===== src/rtl/uart_pkg.sv =====
`default_nettype none
// +----------------------------------------------------------------------+
// | uart_pkg : register map, status bits and FSM states for the UART line |
// | reader.                                                              |
// | Revision : 1.0                                                       |
// +----------------------------------------------------------------------+
package uart_pkg;

   localparam logic [1:0] ADDR_TX   = 2'd0;
   localparam logic [1:0] ADDR_RX   = 2'd1;
   localparam logic [1:0] ADDR_STAT = 2'd2;

   localparam int STAT_RX_NE   = 0;
   localparam int STAT_TX_FULL = 1;

   localparam logic [7:0] CR = 8'h0D;

   // The UART slave uses an inverted write-enable: 1 reads, 0 writes.
   localparam logic WE_READ  = 1'b1;
   localparam logic WE_WRITE = 1'b0;

   typedef enum logic [2:0] {
      IDLE    = 3'd0,
      RD_STAT = 3'd1,
      RD_RX   = 3'd2,
      EC_STAT = 3'd3,
      EC_WR   = 3'd4,
      STORE   = 3'd5,
      DRAIN   = 3'd6
   } state_t;

endpackage
`default_nettype wire


===== src/rtl/line_buf.sv =====
`default_nettype none
// +----------------------------------------------------------------------+
// | line_buf : DEPTH x 8 register array, synchronous write, asynchronous  |
// | read.                                                                |
// | Revision : 1.0                                                       |
// +----------------------------------------------------------------------+
module line_buf
   import uart_pkg::*;
#(
   parameter int DEPTH = 16,
   parameter int AW    = 4
) (
   input  logic          clk,
   input  logic          we,
   input  logic [AW-1:0] waddr,
   input  logic [7:0]    wdata,
   input  logic [AW-1:0] raddr,
   output logic [7:0]    rdata
);

   logic [7:0] mem [DEPTH];

   always_ff @(posedge clk) begin
      if (we) begin
         mem[waddr] <= wdata;
      end
   end

   assign rdata = mem[raddr];

endmodule
`default_nettype wire


===== src/rtl/uart_line_reader.sv =====
`default_nettype none
// +----------------------------------------------------------------------+
// | uart_line_reader : Wishbone master that polls a UART, echoes and      |
// | assembles received bytes into lines, then streams each line out.      |
// | Revision : 1.0                                                       |
// +----------------------------------------------------------------------+
module uart_line_reader
   import uart_pkg::*;
#(
   parameter int LINE_LEN    = 16,
   parameter int ECHO        = 1,
   parameter int ACK_TIMEOUT = 255
) (
   input  logic       clk,
   input  logic       reset,
   output logic [1:0] wb_addr,
   output logic [7:0] wb_data_out,
   input  logic [7:0] wb_data_in,
   output logic       wb_we,
   output logic       wb_stb,
   input  logic       wb_ack,
   output logic [7:0] line_data,
   output logic       line_valid,
   input  logic       line_ready,
   output logic       line_last,
   output logic       bus_err
);

   localparam int PTR_W = $clog2(LINE_LEN);
   localparam int CNT_W = PTR_W + 1;
   localparam int TMO_W = $clog2(ACK_TIMEOUT + 1);

   state_t             state, state_nxt;
   logic [CNT_W-1:0]   count, cnt_nxt;
   logic [PTR_W-1:0]   rd_ptr, rd_nxt;
   logic [TMO_W-1:0]   tmo_cnt, tmo_nxt;
   logic [7:0]         rx_byte, rx_nxt;
   logic               stb_nxt, we_nxt, valid_nxt, last_nxt, err_nxt;
   logic [1:0]         addr_nxt;
   logic [7:0]         dout_nxt, data_nxt;
   logic               buf_we;
   logic [PTR_W-1:0]   buf_raddr;
   logic [7:0]         buf_rdata;
   logic               timed_out;

   line_buf #(
      .DEPTH (LINE_LEN),
      .AW    (PTR_W)
   ) u_line_buf (
      .clk   (clk),
      .we    (buf_we),
      .waddr (count[PTR_W-1:0]),
      .wdata (rx_byte),
      .raddr (buf_raddr),
      .rdata (buf_rdata)
   );

   always_ff @(posedge clk or posedge reset) begin
      if (reset) begin
         state       <= IDLE;
         count       <= '0;
         rd_ptr      <= '0;
         tmo_cnt     <= '0;
         rx_byte     <= 8'h00;
         wb_stb      <= 1'b0;
         wb_we       <= WE_READ;
         wb_addr     <= ADDR_STAT;
         wb_data_out <= 8'h00;
         line_data   <= 8'h00;
         line_valid  <= 1'b0;
         line_last   <= 1'b0;
         bus_err     <= 1'b0;
      end else begin
         state       <= state_nxt;
         count       <= cnt_nxt;
         rd_ptr      <= rd_nxt;
         tmo_cnt     <= tmo_nxt;
         rx_byte     <= rx_nxt;
         wb_stb      <= stb_nxt;
         wb_we       <= we_nxt;
         wb_addr     <= addr_nxt;
         wb_data_out <= dout_nxt;
         line_data   <= data_nxt;
         line_valid  <= valid_nxt;
         line_last   <= last_nxt;
         bus_err     <= err_nxt;
      end
   end

   // While a byte is on the stream the next one is looked up one slot ahead.
   assign buf_raddr = line_valid ? rd_ptr + PTR_W'(1) : rd_ptr;
   assign timed_out = wb_stb && !wb_ack && (tmo_cnt == TMO_W'(ACK_TIMEOUT - 1));

   always_comb begin
      state_nxt = state;
      cnt_nxt   = count;
      rd_nxt    = rd_ptr;
      tmo_nxt   = '0;
      rx_nxt    = rx_byte;
      stb_nxt   = wb_stb;
      we_nxt    = wb_we;
      addr_nxt  = wb_addr;
      dout_nxt  = wb_data_out;
      data_nxt  = line_data;
      valid_nxt = line_valid;
      last_nxt  = line_last;
      err_nxt   = bus_err;
      buf_we    = 1'b0;

      if (wb_stb && !wb_ack) begin
         tmo_nxt = tmo_cnt + TMO_W'(1);
      end

      if (timed_out) begin
         stb_nxt   = 1'b0;
         err_nxt   = 1'b1;
         tmo_nxt   = '0;
         state_nxt = IDLE;
      end else begin
         // Bus states raise the strobe whenever it is low, so every cycle
         // is preceded by the idle cycle left by the previous ack.
         case (state)
            IDLE: begin
               stb_nxt   = 1'b1;
               addr_nxt  = ADDR_STAT;
               we_nxt    = WE_READ;
               state_nxt = RD_STAT;
            end
            RD_STAT: begin
               if (!wb_stb) begin
                  stb_nxt  = 1'b1;
                  addr_nxt = ADDR_STAT;
                  we_nxt   = WE_READ;
               end else if (wb_ack) begin
                  stb_nxt   = 1'b0;
                  state_nxt = wb_data_in[STAT_RX_NE] ? RD_RX : IDLE;
               end
            end
            RD_RX: begin
               if (!wb_stb) begin
                  stb_nxt  = 1'b1;
                  addr_nxt = ADDR_RX;
                  we_nxt   = WE_READ;
               end else if (wb_ack) begin
                  stb_nxt   = 1'b0;
                  rx_nxt    = wb_data_in;
                  state_nxt = (ECHO != 0) ? EC_STAT : STORE;
               end
            end
            EC_STAT: begin
               if (!wb_stb) begin
                  stb_nxt  = 1'b1;
                  addr_nxt = ADDR_STAT;
                  we_nxt   = WE_READ;
               end else if (wb_ack) begin
                  stb_nxt = 1'b0;
                  if (!wb_data_in[STAT_TX_FULL]) begin
                     state_nxt = EC_WR;
                  end
               end
            end
            EC_WR: begin
               if (!wb_stb) begin
                  stb_nxt  = 1'b1;
                  addr_nxt = ADDR_TX;
                  we_nxt   = WE_WRITE;
                  dout_nxt = rx_byte;
               end else if (wb_ack) begin
                  stb_nxt   = 1'b0;
                  state_nxt = STORE;
               end
            end
            STORE: begin
               if (rx_byte == CR) begin
                  state_nxt = (count != '0) ? DRAIN : IDLE;
               end else begin
                  buf_we    = 1'b1;
                  cnt_nxt   = count + CNT_W'(1);
                  state_nxt = (cnt_nxt == CNT_W'(LINE_LEN)) ? DRAIN : IDLE;
               end
            end
            DRAIN: begin
               if (!line_valid) begin
                  valid_nxt = 1'b1;
                  data_nxt  = buf_rdata;
                  last_nxt  = (({1'b0, rd_ptr} + CNT_W'(1)) == count);
               end else if (line_ready) begin
                  if (line_last) begin
                     valid_nxt = 1'b0;
                     last_nxt  = 1'b0;
                     cnt_nxt   = '0;
                     rd_nxt    = '0;
                     state_nxt = IDLE;
                  end else begin
                     rd_nxt   = rd_ptr + PTR_W'(1);
                     data_nxt = buf_rdata;
                     last_nxt = (({1'b0, rd_ptr} + CNT_W'(2)) == count);
                  end
               end
            end
            default: begin
               state_nxt = IDLE;
            end
         endcase
      end
   end

endmodule
`default_nettype wire


===== config.mk =====
export PLATFORM = sky130hd
export DESIGN_NAME = uart_line_reader
export DESIGN_NICKNAME = d
export VERILOG_FILES = /design/src/rtl/uart_pkg.sv /design/src/rtl/line_buf.sv /design/src/rtl/uart_line_reader.sv
export SDC_FILE = /design/constraint.sdc
export NUM_CORES = 1
export LEC_CHECK = 0
export ABC_CLOCK_PERIOD_IN_PS = 4850
export CAP_MARGIN = 25
export CELL_PAD_IN_SITES_DETAIL_PLACEMENT = 0
export CELL_PAD_IN_SITES_GLOBAL_PLACEMENT = 1
export CORE_MARGIN = 2
export CORE_UTILIZATION = 35
export CTS_CLUSTER_DIAMETER = 100
export DETAILED_ROUTE_END_ITERATION = 12
export PLACE_DENSITY = 0.57
export SLEW_MARGIN = 5
export SYNTH_ARGS = -nofsm -noshare
export SYNTH_HDL_FRONTEND = slang
export SYNTH_SLANG_ARGS = --single-unit

===== constraint.sdc =====
create_clock -name clk -period 4.85 [get_ports clk]
set_clock_uncertainty 0.15 [all_clocks]
set_input_delay 0.97 -clock clk [delete_from_list [all_inputs] [get_ports clk]]
set_output_delay 0.97 -clock clk [all_outputs]
set_load 0.03 [all_outputs]

==> flow_metrics.env <==
export IMPL_tritoncts="yes"
export IMPL_hpwl_um=14310
export IMPL_antennaDiodeCount=0
export IMPL_rsz0062_at_grt="no"
export IMPL_path_buf_inv=1
export IMPL_wl_um=22060
export IMPL_via_per_inst=5.396
export IMPL_start_util_pct=35.38
export IMPL_ctsResizeCount=0
export IMPL_dp_cells=1027
export IMPL_setup_violations=0
export IMPL_synth_top_area_share_pct=43.40
export IMPL_path_delay_family="simple AND/OR/NAND/NOR gates"
export IMPL_ys_flop_type="edfxtp_1"
export IMPL_holdCritPathClass="flip-flop to flip-flop"
export IMPL_die_area_um2=26600
export IMPL_grt_max_degree=137
export IMPL_die_x_um=163.1
export IMPL_critical_path_max_stage_delay_ps=760
export IMPL_post_drt_wl_per_cell_um=20.75
export IMPL_yosysWarningCount=0
export IMPL_fp_row_count=58
export IMPL_grt_pass1_wl_um=33970
export IMPL_worstPathArrival_ps=3260
export IMPL_vdd_ir_drop_max_uv=307.6
export IMPL_cts_htree_levels=4
export IMPL_drc_errors=0
export IMPL_drtIter0Drc=441
export IMPL_p_per_area_nw_per_um2=551.6
export IMPL_wl_met3_um=651
export IMPL_ant_nets=0
export IMPL_rrSetupSlack_ps=1740
export IMPL_r2r_end="line_data[6]"
export IMPL_postCtsHoldBufs=0
export IMPL_synth_top_area_cell="edfxtp_1"
export IMPL_period_needed_ps=3105
export IMPL_grt_antenna_before_repair=0
export IMPL_root_buffer="clkbuf_16"
export IMPL_cp_start_kind="flip-flop"
export IMPL_nNetsFinal=740
export IMPL_gr_total_overflow=0
export IMPL_post_cts_buffers=0
export IMPL_setup_tns_ps=0
export IMPL_gp_congestion=0.7295
export IMPL_fin_cells=1063
export IMPL_required_ps=5010
export IMPL_fin_total_pwr_mw=5.576
export IMPL_async_flop_share_pct=28.49
export IMPL_hold_viol_final=0
export IMPL_mostFrequentLayoutCell="mux2i_1"
export IMPL_syn_area_um2=8857
export IMPL_max_freq_mhz=322.1
export IMPL_drive_above_1_share_pct=11.05
export IMPL_die_y_um=163.1
export IMPL_final_cell_mix="129 x mux2i_1, 128 x edfxtp_1, 64 x o22ai_1, 61 x nor2_1, 48 x dfrtp_1"
export IMPL_end_kind="flip-flop"
export IMPL_seq_area_frac_synth_pct=57.83
export IMPL_cap_violations=0
export IMPL_ys_seq_elements=179
export IMPL_synthToLayoutAreaGrowth_pct=14.14
export IMPL_worst_pin_slew_ps=961.6
export IMPL_cts_sinks=179
export IMPL_syn_num_nets=719
export IMPL_worstSetupPathType="flip-flop to flip-flop"
export IMPL_core_um2=25040
export IMPL_rr_worst_depth=7
export IMPL_startpoint="rd_ptr[1]"
export IMPL_drv_slew=0
export IMPL_endpoint="line_data[6]"
export IMPL_drt_pass1_iter_count=4
export IMPL_worstPathMaxFanout=18
export IMPL_max_slew_margin_pct=35.89
export IMPL_insertion_delay_ps=430
export IMPL_rr_startpoint="rd_ptr[1]"
export IMPL_place_area_um2=9474
export IMPL_yosys_top_cells_area="edfxtp_1 43%, mux2i_1 15%, dfrtp_1 14%"
export IMPL_io_buffers=34
export IMPL_io_pins=35
export IMPL_routed_top_layer="met4"
export IMPL_cts_buffers=17
export IMPL_synth_edff_count=128
export IMPL_path_clk_slew_ps=70
export IMPL_slowest_stage="nand2b_1"
export IMPL_m1WireLength_um=9985
export IMPL_p_leak_nw=3.352
export IMPL_clk_path_buf_depth=2
export IMPL_cp_cell_sequence="ha_1 -> nand2b_1 -> buf_4 -> o22ai_1 -> nor2_1 -> a22oi_1 -> a32o_1"
export IMPL_synth_area_per_cell_um2=12.67
export IMPL_wl_met2_um=10990
export IMPL_synth_cell_types=66
export IMPL_grt_pass1_vias=5830
export IMPL_crit_cells=7
export IMPL_outcome="finished, final reports clean"
export IMPL_vias=5736
export IMPL_grt_use_total_pct=17.25
export IMPL_synthCells=699
export IMPL_fin_crit_sh_pct=64.02
export IMPL_stdcell_area_um2=10110
## worst min path at each step
| stage | start | end | slack, ps | cells past startpoint |
|---|---|---|---|---|
| finish | bus_err | bus_err | 330 | 1 |
| global route | bus_err | bus_err | 360 | 1 |
| CTS | bus_err | bus_err | 330 | 1 |
| detailed placement | bus_err | bus_err | 310 | 1 |
| global placement | bus_err | bus_err | 310 | 1 |
| floorplan | tmo_cnt[0] | tmo_cnt[0] | 300 | 1 |
## synth_stat cells (2+ instances only)
cell type / instances
o31ai_1: 3
edfxtp_1: 128
nand2_1: 33
dfrtp_1: 49
a31oi_1: 4
o21ai_1: 3
nor3_1: 7
nor3_2: 2
nand2b_1: 7
a32o_1: 7
inv_1: 9
o21ai_0: 12
xnor2_1: 7
nor2_1: 61
buf_1: 3
a32oi_1: 3
and2_1: 6
nand4_1: 2
clkbuf_1: 20
nor2b_1: 5
buf_6: 3
o21a_1: 2
a21o_1: 3
mux2i_1: 129
and4b_1: 2
mux2_2: 18
nand4b_1: 2
buf_2: 17
ha_1: 8
a22oi_1: 7
dfstp_2: 2
o22ai_1: 64
a22o_1: 3
nand3_1: 9
a211oi_1: 11
xor2_1: 9
a21oi_1: 10
## power by group
group	switching, mW	internal (mW)	total [mW]
sequential	0.381	1.97	2.35
clock	0.642	0.785	1.43
combinational	1.03	0.768	1.80
## flip-flops by register name (all words and copies together), names as in the netlist
register,cells
bus_err,1
count,5
line_data,8
line_last,1
line_valid,1
rd_ptr,4
rx_byte,8
state,3
tmo_cnt,8
u_line_buf.mem,128
wb_addr,2
wb_data_out,8
wb_stb,1
wb_we,1
## per-layer routing
layer,GRT usage [%],up-vias
li1,-,2746
met1,22.45,2875
met2,29.26,91
met3,2.996,24
met4,5.672,0
met5,0,-
## cell families (layout without fill, tap and decap cells)
family,count (synthesis),in the layout,share of synthesized area [%]
DFF,179,179,57.83
and+or+nand+nor,155,155,8.886
muxes,147,147,16.87
AOI/OAI and AO/OA,141,141,10.96
buffers and inverters,53,87,2.740
xor gates and xnor gates,16,16,1.582
adders and majority gates,8,8,1.130
## stage by stage
| stage | hold slack, ps | worst slack [ps] | utilization (%) |
|---|---|---|---|
| global route | 357.7 | 1620 | 40.38 |
| detailed placement | 313.9 | 1114 | 37.84 |
| CTS | 330.4 | 1572 | 40.29 |
| finish | 330.4 | 1745 | 40.38 |
| global placement | 309.2 | 1280 | 37.84 |
| floorplan | 303.6 | 2153 | - |
## area by class of cell
cell class / count / area [um2]
Fill cell: 2351 / 14930
Sequential cell: 179 / 5126
Multi-Input combinational cell: 467 / 3492
Timing Repair Buffer: 45 / 427.9
Clock buffer: 17 / 425.4
Tap cell: 330 / 412.9
Clock inverter: 15 / 187.7
Inverter: 10 / 37.54
(Power assumes the default switching activity.)
